File: config.mk
export PLATFORM = sky130hd
export DESIGN_NAME = fence_sequencer
export DESIGN_NICKNAME = d
export VERILOG_FILES = /design/src/rtl/ariane_pkg.sv /design/src/rtl/fence_sequencer.sv
export SDC_FILE = /design/constraint.sdc
export NUM_CORES = 1
export LEC_CHECK = 0
export CAP_MARGIN = 30
export CORE_ASPECT_RATIO = 1.2
export CORE_MARGIN = 3
export CORE_UTILIZATION = 45
export DETAILED_ROUTE_END_ITERATION = 10
export PLACE_DENSITY = 0.69
export RECOVER_POWER = 25
export REMOVE_ABC_BUFFERS = 1
export SLEW_MARGIN = 0
export SYNTH_ARGS = -nofsm -noshare
export SYNTH_HDL_FRONTEND = slang
export SYNTH_SLANG_ARGS = --single-unit
File: constraint.sdc
create_clock -name clk_i -period 4.24 [get_ports clk_i]
set_input_delay 0.848 -clock clk_i [delete_from_list [all_inputs] [get_ports clk_i]]
set_output_delay 0.848 -clock clk_i [all_outputs]
set_load 0.005 [all_outputs]
File: src/rtl/ariane_pkg.sv
// Shared types for the commit-side fence/maintenance sequencer.
// Latency: n/a (types and helpers only).
// Backpressure: n/a.
package ariane_pkg;

    // Operations the commit stage can hand to the fence sequencer.
    typedef enum logic [1:0] {
        FENCE_OP_FENCE        = 2'd0,
        FENCE_OP_FENCE_I      = 2'd1,
        FENCE_OP_SFENCE_VMA   = 2'd2,
        FENCE_OP_FLUSH_DCACHE = 2'd3
    } fence_op_t;

    // Operations that write back / invalidate the data cache before completing.
    function automatic logic fence_op_needs_dcache(input fence_op_t op);
        return (op == FENCE_OP_FENCE) || (op == FENCE_OP_FENCE_I) ||
               (op == FENCE_OP_FLUSH_DCACHE);
    endfunction

    // Operations that invalidate the instruction cache on completion.
    function automatic logic fence_op_flushes_icache(input fence_op_t op);
        return (op == FENCE_OP_FENCE_I) || (op == FENCE_OP_FLUSH_DCACHE);
    endfunction

endpackage

File: src/rtl/fence_sequencer.sv
// Sequences FENCE / FENCE.I / SFENCE.VMA / D$ flush: drain stores, optional D$ flush, then flush pulses.
// Latency: done 2 cycles after accept plus store-drain wait plus D$ flush cycles (bounded by FLUSH_TIMEOUT).
// Backpressure: one op in flight; req_ready_o is low while busy or halted, requester holds its request.
//
// Ports:
//   clk_i, rst_ni                 clock, async active-low reset
//   halt_i                        debug halt, gates acceptance only
//   req_valid_i/req_op_i/req_ready_o  op handshake from commit
//   no_st_pending_i               store buffer empty
//   dcache_flush_o/dcache_flush_ack_i  level request / single-cycle ack to D$
//   icache_flush_o, tlb_flush_o, flush_pipeline_o, done_o, timeout_o  single-cycle completion pulses
//   busy_o                        op in flight
module fence_sequencer
    import ariane_pkg::*;
#(
    parameter bit          DCACHE_FLUSH_EN = 1'b1,
    parameter int unsigned FLUSH_TIMEOUT   = 1024
) (
    input  logic      clk_i,
    input  logic      rst_ni,
    input  logic      halt_i,
    input  logic      req_valid_i,
    input  fence_op_t req_op_i,
    output logic      req_ready_o,
    input  logic      no_st_pending_i,
    output logic      dcache_flush_o,
    input  logic      dcache_flush_ack_i,
    output logic      icache_flush_o,
    output logic      tlb_flush_o,
    output logic      flush_pipeline_o,
    output logic      done_o,
    output logic      timeout_o,
    output logic      busy_o
);

    localparam int unsigned CNT_W = (FLUSH_TIMEOUT == 0) ? 1 : $clog2(FLUSH_TIMEOUT + 1);
    localparam int unsigned LIMIT_INT = (FLUSH_TIMEOUT == 0) ? 0 : (FLUSH_TIMEOUT - 1);
    localparam logic [CNT_W-1:0] CNT_LIMIT = CNT_W'(LIMIT_INT);
    localparam logic [CNT_W-1:0] CNT_MAX   = '1;

    typedef enum logic [1:0] {
        ST_IDLE,
        ST_DRAIN,
        ST_DC_REQ,
        ST_FINISH
    } state_t;

    state_t           state_q, state_d;
    fence_op_t        op_q, op_d;
    logic [CNT_W-1:0] cnt_q, cnt_d;
    logic             tmo_q, tmo_d;

    always_ff @(posedge clk_i or negedge rst_ni) begin
        if (!rst_ni) begin
            state_q <= ST_IDLE;
            op_q    <= FENCE_OP_FENCE;
            cnt_q   <= '0;
            tmo_q   <= 1'b0;
        end else begin
            state_q <= state_d;
            op_q    <= op_d;
            cnt_q   <= cnt_d;
            tmo_q   <= tmo_d;
        end
    end

    always_comb begin
        state_d          = state_q;
        op_d             = op_q;
        cnt_d            = cnt_q;
        tmo_d            = tmo_q;
        req_ready_o      = 1'b0;
        dcache_flush_o   = 1'b0;
        icache_flush_o   = 1'b0;
        tlb_flush_o      = 1'b0;
        flush_pipeline_o = 1'b0;
        done_o           = 1'b0;
        timeout_o        = 1'b0;
        busy_o           = (state_q != ST_IDLE);

        unique case (state_q)
            ST_IDLE: begin
                req_ready_o = !halt_i;
                if (req_valid_i && !halt_i) begin
                    op_d    = req_op_i;
                    state_d = ST_DRAIN;
                end
            end

            ST_DRAIN: begin
                if (no_st_pending_i) begin
                    if (DCACHE_FLUSH_EN && fence_op_needs_dcache(op_q)) begin
                        state_d = ST_DC_REQ;
                    end else begin
                        state_d = ST_FINISH;
                    end
                end
            end

            ST_DC_REQ: begin
                dcache_flush_o = 1'b1;
                // An ack landing on the limit cycle wins: the flush did complete.
                if (dcache_flush_ack_i) begin
                    cnt_d   = '0;
                    state_d = ST_FINISH;
                end else if ((FLUSH_TIMEOUT != 0) && (cnt_q == CNT_LIMIT)) begin
                    cnt_d   = '0;
                    tmo_d   = 1'b1;
                    state_d = ST_FINISH;
                end else if (cnt_q != CNT_MAX) begin
                    // Saturate rather than wrap when the timeout is disabled.
                    cnt_d = cnt_q + CNT_W'(1);
                end
            end

            ST_FINISH: begin
                done_o           = 1'b1;
                flush_pipeline_o = 1'b1;
                icache_flush_o   = fence_op_flushes_icache(op_q);
                tlb_flush_o      = (op_q == FENCE_OP_SFENCE_VMA);
                timeout_o        = tmo_q;
                tmo_d            = 1'b0;
                state_d          = ST_IDLE;
            end

            default: state_d = ST_IDLE;
        endcase
    end

endmodule

==> results of run 1 <==
## cell usage after synthesis, types with 2 or more instances
cell type | count | share of area [%]
sky130_fd_sc_hd__mux2_2 | 2 | 2.2
sky130_fd_sc_hd__a22o_1 | 2 | 1.7
sky130_fd_sc_hd__or3_1 | 3 | 1.8
sky130_fd_sc_hd__nor2b_1 | 3 | 1.8
sky130_fd_sc_hd__a311o_1 | 2 | 2.0
sky130_fd_sc_hd__a21oi_1 | 6 | 2.9
sky130_fd_sc_hd__nor3_1 | 2 | 0.98
sky130_fd_sc_hd__o31ai_1 | 5 | 3.7
sky130_fd_sc_hd__dfrtp_1 | 16 | 39
sky130_fd_sc_hd__ha_1 | 6 | 7.4
sky130_fd_sc_hd__o21ai_0 | 6 | 2.9
sky130_fd_sc_hd__nand2_1 | 9 | 3.3
sky130_fd_sc_hd__and2_1 | 3 | 1.8
sky130_fd_sc_hd__inv_1 | 7 | 2.6
sky130_fd_sc_hd__nand3_1 | 5 | 2.5
sky130_fd_sc_hd__nor2_1 | 4 | 1.5
sky130_fd_sc_hd__nand2b_1 | 2 | 1.2
## layout make-up
cell class,count,share of cell area [%]
sequential,16,32.72
clock buffer,3,1.840
tap,30,3.067
inverter,7,2.147
timing repair buffer,15,12.27
multi-input combinational,79,47.96
## kinds of logic (layout without fill, tap and decap cells)
kind of cell | Yosys count | count (layout) | synth area share (%)
and+or+nand+nor | 42 | 42 | 27.08
AOI/OAI and AO/OA | 28 | 28 | 19.73
DFF | 16 | 16 | 39.22
buffers and inverters | 8 | 25 | 3.310
adders and majority gates | 6 | 6 | 7.353
muxes | 3 | 3 | 3.309
## worst paths after layout
check | from | end | slack (ps) | cells after the start
setup reg to reg | state_q[0] | cnt_q[9] | 2250 | 6
min in group asynchronous | rst_ni | cnt_q[0] | 1060 | 1
setup / recovery | halt_i | req_ready_o | 1490 | 3
hold / removal | cnt_q[0] | cnt_q[0] | 540 | 1
hold reg to reg | cnt_q[0] | cnt_q[0] | 540 | 1
max in group asynchronous | rst_ni | cnt_q[9] | 2720 | 1
## metal layers
layer / vias to the layer above / global-route usage (%) / part of all wire (%)
met5: - / 0 / 0
met3: 2 / 3.085 / 5.0
met2: 24 / 26.82 / 50
met1: 400 / 19.45 / 44
met4: 0 / 7.115 / 0.88
li1: 419 / - / -
## per-stage QoR
| stage | util [%] | hold slack (ps) |
|---|---|---|
| floorplan | - | 486.6 |
| global placement | 56.74 | 521.2 |
| detailed placement | 56.74 | 526.9 |
| CTS | 57.80 | 545.8 |
| global route | 57.80 | 565.5 |
| finish | 57.80 | 538.8 |
## worst reg2reg max path, delay by kind of cell (launching register included)
kind | cells | cell delay, ps
buf+inv | 1 | 160
simple gates | 3 | 900
fa+ha+maj | 1 | 370
compound gates | 1 | 70
flops | 1 | 420
## flip-flops by register name, indices dropped and copies added (netlist names)
signal	flops
tmo_q	1
cnt_q	11
state_q	2
op_q	2
## power breakdown
group / switching (mW) / internal (mW) / leakage [nW]
sequential: 0.0587 / 0.200 / 0.198
clock: 0.0441 / 0.0329 / 0.0138
combinational: 0.140 / 0.162 / 0.275
total: 0.242 / 0.395 / 0.487
==> impl_metrics.csv, run 1 <==
group,metric,value,unit
grt,antenna_found_initial,0,
synthesis,prevailing_post_synth_register_cell,"sky130_fd_sc_hd__dfrtp_1",
clocking,clkTransAtPathRegs,90,ps
power,power.density_cell_area,520.6,nW/µm²
timing,drv_slew,0,
setup_path,critPathMostFrequentCell,"sky130_fd_sc_hd__clkdlybuf4s50_1",
timing,worst_slew_margin_rel,51.49,%
route,first_iter_violations,18,
setup_path,path_delay_family,"buffers and inverters",
timing,hold_violations,0,
floorplanning,fp-row-count,18,
timing,timing_worst_slew_pin_value,725.2,ps
floorplanning,dieHeight,58.18,µm
synthesis,yosys.cell_types.count,37,
flow_run,cap_violations,0,
route,postRouteAntennaNets,0,
clocking,number_of_clock_buffers_inserted_by_tritoncts,3,
synthesis,ys_ff_latch,16,
timing,setup_viol,0,
placed_design,dp.final_hpwl,1619,µm
layout,area_delta_synth_final,19.85,%
clocking,post_cts_hold_buffer_count,0,
timing,post-route-period-util,64.91,%
layout,diodes_inserted,0,
floorplanning,fp.dieArea,2879,µm²
placed_design,globalplace.congestion,0.7336,
route,remaining_drc_errors,0,
route,detail_route.first_pass.iterations,4,
grt,grtUsageTotal,15.80,%
clocking,cts.repair_timing.setup_buffer_count,0,
synthesis,ys_async_sr_fraction,100.0,%
clocking,worstSkewPairLatency,280,ps
placed_design,place.detailed.instances,147,
floorplanning,floorplan.initialDensity,48.23,%
setup_path,critical-path-slowest-cell,"sky130_fd_sc_hd__clkdlybuf4s50_1",
timing,timing.final.ws_setup,1488,ps
setup_path,worst_ep_required_time,3390,ps
setup_path,path_buf_inv,2,
layout,finalNetCount,136,
placed_design,pre_cts_slack,1477,ps
placed_design,post_dp_cell_area,1201,µm²
timing,rsz_0062_raised_after_global_routing,"false",
timing,fmaxAchievable,363.3,MHz
clocking,htree_levels,1,
setup_path,timing.critical_path.slowest_cell_delay,520,ps
clocking,clock_sinks,16,
grt,first_global_vias,777,
grt,grt_remaining_overflow,0,
layout,final_cell_mix,"sky130_fd_sc_hd__dfrtp_1, sky130_fd_sc_hd__clkdlybuf4s50_1, sky130_fd_sc_hd__nand2_1",
setup_path,critical_path_class,"in -> out",
setup_path,nature_of_the_critical_path_endpoint,"output port",
route,num_vias,845,
floorplanning,fp.coreArea,2117,µm²
clocking,cts.root.buffer_cell,"sky130_fd_sc_hd__clkbuf_4",
timing,timing.clock.skew,2.691,ps
clocking,clock_tree.buffer_depth,2,
synthesis,synth_edf_count,0,
layout,multi_input_comb_area,586.8,µm²
synthesis,ys_seq_area_share,39.22,%
min_path,worstHoldPathType,"reg -> reg",
synthesis,post_syn_area,1021,µm²
floorplanning,die_width,49.48,µm
synthesis,syn_avg_cell_area,9.912,µm²
layout,layout.area.seq,400.4,µm²
layout,post_layout_nonfiller_instances,150,
route,detail_route.vias_per_cell,5.633,
clocking,post_cts_resize_count,0,
route,postRouteWirelength,2148,µm
placed_design,buffer_ports.inserted,15,
layout,fillCellCount,222,
setup_path,critPathMaxFanout,2,
synthesis,yosys_warnings,0,
power,worst_ir_drop_vdd,346.7,µV
grt,grt_pass1_wl,3491,µm
setup_path,timing.critical_path.from_type,"primary input",
power,p_leak,0.4867,nW
status,result_of_the_run,"finished clean",
setup_path,crit_path_cell_trace,"clkdlybuf4s50_1, nor2_1, clkdlybuf4s50_1",
timing,setup_tns,0,ps
grt,pin_count_of_the_biggest_net_entering_global_routing,17,
layout,layout-drive-gt1-share,13.33,%
clocking,cts_tree,"yes",
timing,period_minus_slack,2752,ps
setup_path,arrival,1900,ps
layout,stdcell_area,1224,µm²
floorplanning,design.portCount,16,
route,routed_wire_length_per_instance,14.32,µm
power,power.total,0.6370,mW
layout,final_common_cell,"sky130_fd_sc_hd__dfrtp_1",
synthesis,synth_cells,103,
Note: power is estimated with default switching activity, not from simulation.
==> run 2, diff against run 1 <==
--- a/config.mk
+++ b/config.mk
@@ -10,7 +10,7 @@
 export CORE_MARGIN = 3
 export CORE_UTILIZATION = 45
 export DETAILED_ROUTE_END_ITERATION = 10
-export PLACE_DENSITY = 0.69
+export PLACE_DENSITY = 0.71
 export RECOVER_POWER = 25
 export REMOVE_ABC_BUFFERS = 1
 export SLEW_MARGIN = 0
==> constraint.sdc (replaced) <==
create_clock -name clk_i -period 2.31 [get_ports clk_i]
set_input_delay 0.462 -clock clk_i [delete_from_list [all_inputs] [get_ports clk_i]]
set_output_delay 0.462 -clock clk_i [all_outputs]
set_load 0.005 [all_outputs]
==> run 2 against run 1 <==
- count of clock-buffer cells in the layout rose by 1
- sequential power increased by 83%
- sequential share of layout area shrank 1.0 points
- clock skew decreased by 1.5 ps
- total power is 94% higher
- flip-flop and latch count unchanged
- wire length shrank 0.70%
- combinational power is 92% higher
- final area up 3.2%
- critical path depth increased by 2
- critical path type is now reg -> out
- critical endpoint unchanged
==> impl_metrics.csv, run 2 (synthesized netlist as in run 1, its figures left out) <==
group,metric,value,unit
status,result_of_the_run,"finished clean",
timing,post-route-period-util,93.43,%
clocking,cts.root.buffer_cell,"sky130_fd_sc_hd__clkbuf_4",
layout,top_regs,"cnt_q: 11 flops, op_q: 2 flops, state_q: 2 flops",
power,share_clk_of_total_power,15.0,%
layout,utilization_of_the_core_after_routing,59.63,%
grt,pin_count_of_the_biggest_net_entering_global_routing,17,
placed_design,pre_cts_slack,322.0,ps
floorplanning,design.portCount,16,
power,register_share_of_total_power,38.3,%
layout,finalNetCount,139,
route,met3_wirelength,83,µm
power,power.share.combinational,46.6,%
layout,layout-drive-gt1-share,17.74,%
placed_design,globalplace.congestion,0.8172,
layout,max_flop_register,"cnt_q",
route,met1Wirelength,958,µm
layout,final_common_cell,"sky130_fd_sc_hd__dfrtp_1",
route,detail_route.vias_per_cell,5.656,
route,wl_met2,1068,µm
floorplanning,fp.dieArea,2879,µm²
setup_path,critPathMostFrequentCell,"sky130_fd_sc_hd__inv_1",
route,first_iter_violations,8,
power,worst_ir_drop_vdd,653.6,µV
min_path,worstHoldPathType,"reg -> reg",
grt,grtUsageTotal,17.27,%
floorplanning,dieHeight,58.18,µm
power,p_leak,0.5051,nW
clocking,number_of_clock_buffers_inserted_by_tritoncts,3,
power,switching_share,36.80,%
setup_path,timing.critical_path.slowest_cell_delay,520,ps
timing,timing.final.ws_setup,151.9,ps
timing,drv_slew,0,
layout,diodes_inserted,0,
setup_path,crit_path_cell_trace,"inv_1, ha_1, inv_1, nor2_1, clkdlybuf4s50_1",
grt,antenna_found_initial,0,
placed_design,buffer_ports.inserted,15,
route,postRouteWirelength,2133,µm
floorplanning,fp.coreArea,2117,µm²
setup_path,critPathMaxFanout,4,
setup_path,timing.critical_path.from_type,"flip-flop",
floorplanning,floorplan.initialDensity,48.23,%
placed_design,dp.final_hpwl,1626,µm
grt,grt_remaining_overflow,0,
setup_path,critical_path_class,"reg -> out",
route,detail_route.first_pass.iterations,4,
power,p_int,0.7823,mW
clocking,clock_tree.buffer_depth,2,
setup_path,worst_ep_required_time,1850,ps
power,power.switching,0.4554,mW
timing,timing_worst_slew_pin_value,716.8,ps
clocking,htree_levels,1,
floorplanning,die_width,49.48,µm
timing,period_minus_slack,2158,ps
setup_path,arrival,1700,ps
timing,worst_slew_margin_rel,52.05,%
timing,setup_tns,0,ps
timing,hold_violations,0,
route,postRouteAntennaNets,0,
layout,number_of_flip_flops_in_the_largest_register,11,
clocking,clkTransAtPathRegs,90,ps
floorplanning,fp-row-count,18,
clocking,worstSkewPairLatency,280,ps
clocking,cts_tree,"yes",
flow_run,cap_violations,0,
power,power.density_cell_area,980.4,nW/µm²
clocking,clock_sinks,16,
timing,timing.clock.skew,1.180,ps
route,routed_wire_length_per_instance,13.85,µm
timing,fmaxAchievable,463.4,MHz
grt,grt_pass1_wl,3829,µm
layout,final_cell_mix,"sky130_fd_sc_hd__dfrtp_1, sky130_fd_sc_hd__clkdlybuf4s50_1, sky130_fd_sc_hd__nand2_1",
layout,area_delta_synth_final,23.65,%
route,topRoutingLayerUsed,"met4",
timing,rsz_0062_raised_after_global_routing,"false",
setup_path,nature_of_the_critical_path_endpoint,"output port",
route,num_vias,871,
setup_path,critical-path-slowest-cell,"sky130_fd_sc_hd__clkdlybuf4s50_1",
layout,fillCellCount,208,
timing,setup_viol,0,
grt,first_global_vias,913,
route,remaining_drc_errors,0,
run 2: cell types whose count changed in the layout (fill, tap and decap cells not counted), sizes merged:
| cell | change |
|---|---|
| buf | +3 |
| clkbuf | +1 |
run 2: layer usage:
| metal | global-route usage, % | vias to the layer above |
|---|---|---|
| li1 | - | 422 |
| met1 | 19.74 | 420 |
| met2 | 31.03 | 25 |
| met3 | 3.856 | 4 |
| met4 | 7.115 | 0 |
| met5 | 0 | - |
run 2: layout make-up:
cell class / instances / area (µm²) / share of cell area, %
sequential: 16 / 400.4 / 31.71
inverter: 7 / 26.28 / 2.081
timing repair buffer: 18 / 172.7 / 13.68
clock buffer: 4 / 36.28 / 2.874
multi-input combinational: 79 / 589.3 / 46.68
tap: 30 / 37.54 / 2.973
run 2: critical path: cells and delay by family, from the launching register on:
family,cells,cell delay (ps)
buffers and inverters,3,690
DFF,1,430
adders and majority gates,1,180
and+or+nand+nor,1,120
run 2: through the flow:
| step | instances | hold WS, ps | total power, mW | area, µm² |
|---|---|---|---|---|
| CTS | 153 | 544.5 | 1.241 | 1252 |
| global placement | 149 | 513.0 | 1.030 | 1216 |
| detailed placement | 149 | 520.6 | 1.046 | 1216 |
| finish | 154 | 543.3 | 1.238 | 1262 |
| floorplan | 102 | 166.4 | 0.8132 | 1013 |
| global route | 154 | 579.1 | 1.348 | 1262 |
run 2: power by group through the flow:
stage / logic, mW / registers [mW] / clock network [mW]
6_report: 0.577 / 0.475 / 0.186
5_1_grt: 0.651 / 0.489 / 0.208
4_1_cts: 0.569 / 0.477 / 0.195
3_5_place_dp: 0.563 / 0.483 / 0
3_3_place_gp: 0.555 / 0.475 / 0
2_1_floorplan: 0.361 / 0.452 / 0
run 2: what timing repair did:
| action | CTS | global route |
|---|---|---|
| setup buffers | 0 | 1 |
| endpoints found under the setup margin | 0 | 2 |
| hold buffers | 0 | 0 |
| hold endpoints to repair | 0 | 0 |
| gates resized for setup | 0 | 2 |
run 2: path summary, 6_finish.rpt:
check	start	end	slack, ps	cells after the start
setup / recovery	state_q[1]	req_ready_o	150	5
max in group asynchronous	rst_ni	tmo_q	1200	1
min in group asynchronous	rst_ni	cnt_q[8]	660	1
hold / removal	cnt_q[6]	cnt_q[6]	540	1
hold reg to reg	cnt_q[6]	cnt_q[6]	540	1
setup reg to reg	cnt_q[0]	cnt_q[3]	430	5
